[src/rtl/core_wb_s.sv]
// Write-back stage: waits for L1D load data, aligns/extends it and drives the register-file port.
// Optional CORE_WB_BYPASS_EN adds registered forwarding copies of the last committed write.
module core_wb_s #(
    parameter int unsigned XLEN = 32,
    parameter int unsigned RD_W = 5
) (
    input  logic            clk,
    input  logic            rst,
    input  logic            wb_enb,
    input  logic            wb_kill,
    input  logic [XLEN-1:0] wb_alu_result_in,
    input  logic [XLEN-1:0] wb_sx_imm_in,
    input  logic [XLEN-1:0] wb_pc_4_in,
    input  logic            wb_we_in,
    input  logic [1:0]      wb_src_in,
    input  logic [2:0]      wb_sx_type_in,
    input  logic [RD_W-1:0] wb_rd_in,
    input  logic            l1d_rsp_val_in,
    input  logic [XLEN-1:0] l1d_rsp_data_in,
`ifdef CORE_WB_BYPASS_EN
    output logic            wb_bp_val_out,
    output logic [RD_W-1:0] wb_bp_rd_out,
    output logic [XLEN-1:0] wb_bp_data_out,
`endif
    output logic            wb_rf_we_out,
    output logic [RD_W-1:0] wb_rf_rd_out,
    output logic [XLEN-1:0] wb_rf_data_out,
    output logic            wb_stall_out,
    output logic            wb_err_out
);

    typedef enum logic [1:0] {StIdle, StWait, StDrain} state_e;

    state_e          state_q;
    logic            cap_we_q;
    logic [RD_W-1:0] cap_rd_q;
    logic [2:0]      cap_sx_q;
    logic [1:0]      cap_off_q;

    logic            capture;
    logic            cap_load;
    logic            commit_we;
    logic [RD_W-1:0] commit_rd;
    logic [XLEN-1:0] commit_data;
    logic [XLEN-1:0] src_data;
    logic [XLEN-1:0] load_data;
    logic [7:0]      ld_byte;
    logic [15:0]     ld_half;

    assign wb_stall_out = (state_q != StIdle);
    assign capture      = wb_enb && !wb_stall_out && !wb_kill;
    assign cap_load     = capture && (wb_src_in == 2'b01);

    always_comb begin
        src_data = wb_alu_result_in;
        unique case (wb_src_in)
            2'b00:   src_data = wb_alu_result_in;
            2'b10:   src_data = wb_pc_4_in;
            2'b11:   src_data = wb_sx_imm_in;
            default: src_data = wb_alu_result_in;
        endcase
    end

    // Response word is aligned; the latched address offset picks the lane.
    always_comb begin
        ld_byte   = l1d_rsp_data_in[{cap_off_q, 3'b000} +: 8];
        ld_half   = l1d_rsp_data_in[{cap_off_q[1], 4'b0000} +: 16];
        load_data = l1d_rsp_data_in;
        case (cap_sx_q)
            3'b000:  load_data = {{(XLEN-8){ld_byte[7]}}, ld_byte};
            3'b001:  load_data = {{(XLEN-16){ld_half[15]}}, ld_half};
            3'b100:  load_data = {{(XLEN-8){1'b0}}, ld_byte};
            3'b101:  load_data = {{(XLEN-16){1'b0}}, ld_half};
            default: load_data = l1d_rsp_data_in;
        endcase
    end

    always_comb begin
        commit_we   = 1'b0;
        commit_rd   = wb_rd_in;
        commit_data = src_data;
        if (state_q == StIdle) begin
            commit_we = capture && !cap_load && wb_we_in && (wb_rd_in != '0);
        end else if (state_q == StWait) begin
            commit_we   = l1d_rsp_val_in && !wb_kill && cap_we_q && (cap_rd_q != '0);
            commit_rd   = cap_rd_q;
            commit_data = load_data;
        end
    end

    always_ff @(posedge clk or posedge rst) begin
        if (rst) begin
            state_q        <= StIdle;
            cap_we_q       <= 1'b0;
            cap_rd_q       <= '0;
            cap_sx_q       <= '0;
            cap_off_q      <= '0;
            wb_rf_we_out   <= 1'b0;
            wb_rf_rd_out   <= '0;
            wb_rf_data_out <= '0;
            wb_err_out     <= 1'b0;
        end else begin
            wb_rf_we_out <= commit_we;
            if (commit_we) begin
                wb_rf_rd_out   <= commit_rd;
                wb_rf_data_out <= commit_data;
            end
            if (state_q == StIdle && l1d_rsp_val_in) begin
                wb_err_out <= 1'b1;
            end
            case (state_q)
                StIdle: begin
                    if (cap_load) begin
                        cap_we_q  <= wb_we_in;
                        cap_rd_q  <= wb_rd_in;
                        cap_sx_q  <= wb_sx_type_in;
                        cap_off_q <= wb_alu_result_in[1:0];
                        state_q   <= StWait;
                    end
                end
                StWait: begin
                    if (l1d_rsp_val_in)   state_q <= StIdle;
                    else if (wb_kill)     state_q <= StDrain;
                end
                StDrain: begin
                    if (l1d_rsp_val_in)   state_q <= StIdle;
                end
                default: state_q <= StIdle;
            endcase
        end
    end

`ifdef CORE_WB_BYPASS_EN
    always_ff @(posedge clk or posedge rst) begin
        if (rst) begin
            wb_bp_val_out  <= 1'b0;
            wb_bp_rd_out   <= '0;
            wb_bp_data_out <= '0;
        end else if (commit_we) begin
            wb_bp_val_out  <= 1'b1;
            wb_bp_rd_out   <= commit_rd;
            wb_bp_data_out <= commit_data;
        end else if (wb_kill) begin
            wb_bp_val_out  <= 1'b0;
        end
    end
`endif

endmodule

[config.mk]
export PLATFORM = sky130hd
export DESIGN_NAME = core_wb_s
export DESIGN_NICKNAME = d
export VERILOG_FILES = /design/src/rtl/core_wb_s.sv
export SDC_FILE = /design/constraint.sdc
export NUM_CORES = 1
export LEC_CHECK = 0
export CAP_MARGIN = 20
export CORE_ASPECT_RATIO = 1.1
export CORE_UTILIZATION = 36
export DETAILED_ROUTE_END_ITERATION = 10
export PLACE_DENSITY = 0.79
export SKIP_CTS_REPAIR_TIMING = 1
export SLEW_MARGIN = 20
export SYNTH_ARGS = -nofsm -noshare
export SYNTH_HDL_FRONTEND = slang
export SYNTH_SLANG_ARGS = --single-unit
[constraint.sdc]
create_clock -name clk -period 1.7 [get_ports clk]
set_clock_uncertainty 0.05 [all_clocks]
set_input_delay 0.51 -clock clk [delete_from_list [all_inputs] [get_ports clk]]
set_output_delay 0.51 -clock clk [all_outputs]
set_load 0.05 [all_outputs]
==> out/metrics.cfg <==
[synth]
avgSynthCellArea_sq_um = 8.47
syn_area_sq_um = 3530
synthAdderAreaFrac_pct = 0
syn_inst = 417
synth-compound-area-share_pct = 26.9
synth_top_family_by_area = compound AO/OA/AOI/OAI gates
ys_ff_latch = 52
synth-xor-area-share_pct = 0
synth_simple_gate_area_share_pct = 15.3
synth_warnings = 0
synth_mux_area_share_pct = 14.6
seq_area_frac_synth_pct = 36.8
ys_types = 34
synth_nets = 561

[clock_tree]
h-tree-depth = 2
cts_tree = yes
cts_num_sinks = 52
worstSkewPairLatency_ps = 310
numCtsBuffers = 5
cts_buffer_depth = 2
cts-root-buf = clkbuf_8
clk_pin_slew_ps = 100

[die]
num_io_pins = 184
rows = 37
die_w_microns = 96.5
start_util_pct = 37.4
die_height_microns = 106
die-area_sq_um = 10200
core_area_sq_um = 9440

[sta]
worst_slack_ps = -372
rsz0062_at_grt = yes
finalSetupViolations = 50
finalHoldViolations = 0
tightest_slew_ps = 590
fin_crit_ps = 2070
final.period_utilization_pct = 122
fmax_mhz = 483
slew_headroom_pct = 59.6
tns_ps = -11610
slew_violations = 0

[power_and_ir_drop]
vdd_drop_max_v = 0.000675
power_density_nw_per_um2 = 921
p_leak_nw = 3.16

[grt]
grt.total_usage_pct = 24.2
grt_pass1_vias = 4105
antenna_found_initial = 0
grt.overflow.total = 0
grt_max_degree = 53
grt_pass1_wl_mm = 19.1

[final_layout]
fillers = 644
diodes = 0
fin_nets = 782
drive_above_1_share_pct = 29.4
syn_to_final_growth_pct = 97.7
final_cell_mix = 130 x clkdlybuf4s50_1, 71 x nand2_1, 52 x dfrtp_1
final_core_util_pct = 74.0
final_common_cell = clkdlybuf4s50_1

[critical_path]
worstPathArrival_ps = 2230
crit_type = reg2reg
cp.required_ps = 1860
cp-start-kind = flop
crit_path_end_kind = flop
crit_fanout = 7

[placed_design]
portBuffers = 183
routabilityCongestion = 0.891
post-dp-hpwl_mm = 10.1

[run_status]
violations = setup timing
status = finished, violations left

[routing]
routed_wl_mm = 14.5
drc = 0
wl_per_cell_microns = 19.1
ant_nets = 0
dr.pass1.iters = 4
via_count = 4229
drtIter0Drc = 197
post_drt_via_cell_ratio = 5.59

[run]
cap_violations = 0

[min_path]
hold_path.class = in2reg

[logic make-up after synthesis]
group / Yosys count
compound gates: 141
buf+inv: 49
flops: 52
mux: 49
simple gates: 126
[cell usage after synthesis, drive strengths merged]
master | n | area share [%]
dfrtp | 52 | 37
o22ai | 2 | 0.35
o41a | 1 | 0.35
nand3b | 2 | 0.42
mux2i | 37 | 10
or4 | 2 | 0.42
nand2b | 4 | 0.71
o31ai | 9 | 1.9
a21bo | 1 | 0.28
nor2 | 23 | 2.7
a221o | 7 | 2.0
mux2 | 11 | 3.5
mux4 | 1 | 0.64
o21ai | 36 | 5.1
a2111oi | 7 | 1.7
or3 | 7 | 1.2
a221oi | 15 | 3.7
buf | 19 | 3.1
o2bb2ai | 2 | 0.50
nand2 | 82 | 8.7
a22o | 8 | 2.0
o221a | 1 | 0.32
clkbuf | 19 | 2.0
a21o | 16 | 3.4
o2111ai | 1 | 0.25
nor4b | 1 | 0.25
nor2b | 5 | 0.89
a21oi | 34 | 4.8
inv | 11 | 1.2
a2bb2oi | 1 | 0.25
[worst max-delay path, stage by stage, from the launching register on]
cell	delay, ps
dfrtp_1	390
mux4_2	570
o221a_4	320
nor2_4	200
clkbuf_16	200
a221oi_2	70
a21o_1	160
[flip-flops by register name, indices dropped and copies added, names as in the netlist]
name            count
cap_we_q            1
cap_sx_q            3
wb_rf_data_out     32
wb_rf_we_out        1
wb_rf_rd_out        5
cap_rd_q            5
cap_off_q           2
state_q             2
wb_err_out          1
[cell type report]
class / count / area [sq um] / share of cell area, %
clock buffer: 5 / 68.8 / 0.985
multi-input combinational: 316 / 2350 / 33.7
clock inverter: 3 / 22.5 / 0.322
timing repair buffer: 252 / 3050 / 43.6
tap: 117 / 146 / 2.10
inverter: 11 / 47.5 / 0.681
sequential: 52 / 1300 / 18.6
[worst paths after layout]
kind	start	to	slack [ps]	cells after the start
worst max-delay path	cap_off_q[1]$_DFFE_PP0P_	wb_rf_data_out[28]$_DFFE_PP0P_	-370	6
worst min-delay path	wb_rd_in[2]	cap_rd_q[2]$_DFFE_PP0P_	410	2
worst max register to register	cap_off_q[1]$_DFFE_PP0P_	wb_rf_data_out[28]$_DFFE_PP0P_	-370	6
worst min register to register	wb_err_out$_DFFE_PP0P_	wb_err_out$_DFFE_PP0P_	480	1
max in group asynchronous	rst	wb_rf_data_out[26]$_DFFE_PP0P_	770	3
min in group asynchronous	rst	wb_rf_data_out[2]$_DFFE_PP0P_	570	3
[where the power goes]
group	switching [mW]	internal (mW)
sequential	0.363	1.54
combinational	1.86	1.93
clock	0.445	0.296
[per-layer routing]
layer / GRT usage (%) / part of all wire (%)
met5: 0 / 0
met3: 5.22 / 6.7
met1: 26.3 / 36
met4: 10.6 / 3.4
met2: 44.0 / 54
[per-stage QoR]
stage | cells | area, sq um | hold WS [ps] | power, mW | setup WS, ps
3_3_place_gp | 731 | 6250 | 438 | 5.30 | -825
3_5_place_dp | 731 | 6250 | 449 | 5.39 | -919
4_1_cts | 739 | 6350 | 473 | 6.14 | -582
5_1_grt | 756 | 6990 | 411 | 6.70 | -416
6_report | 756 | 6990 | 410 | 6.44 | -372
2_1_floorplan | 417 | 3570 | 429 | 3.44 | -296
Note: power is estimated with default switching activity, not from simulation.
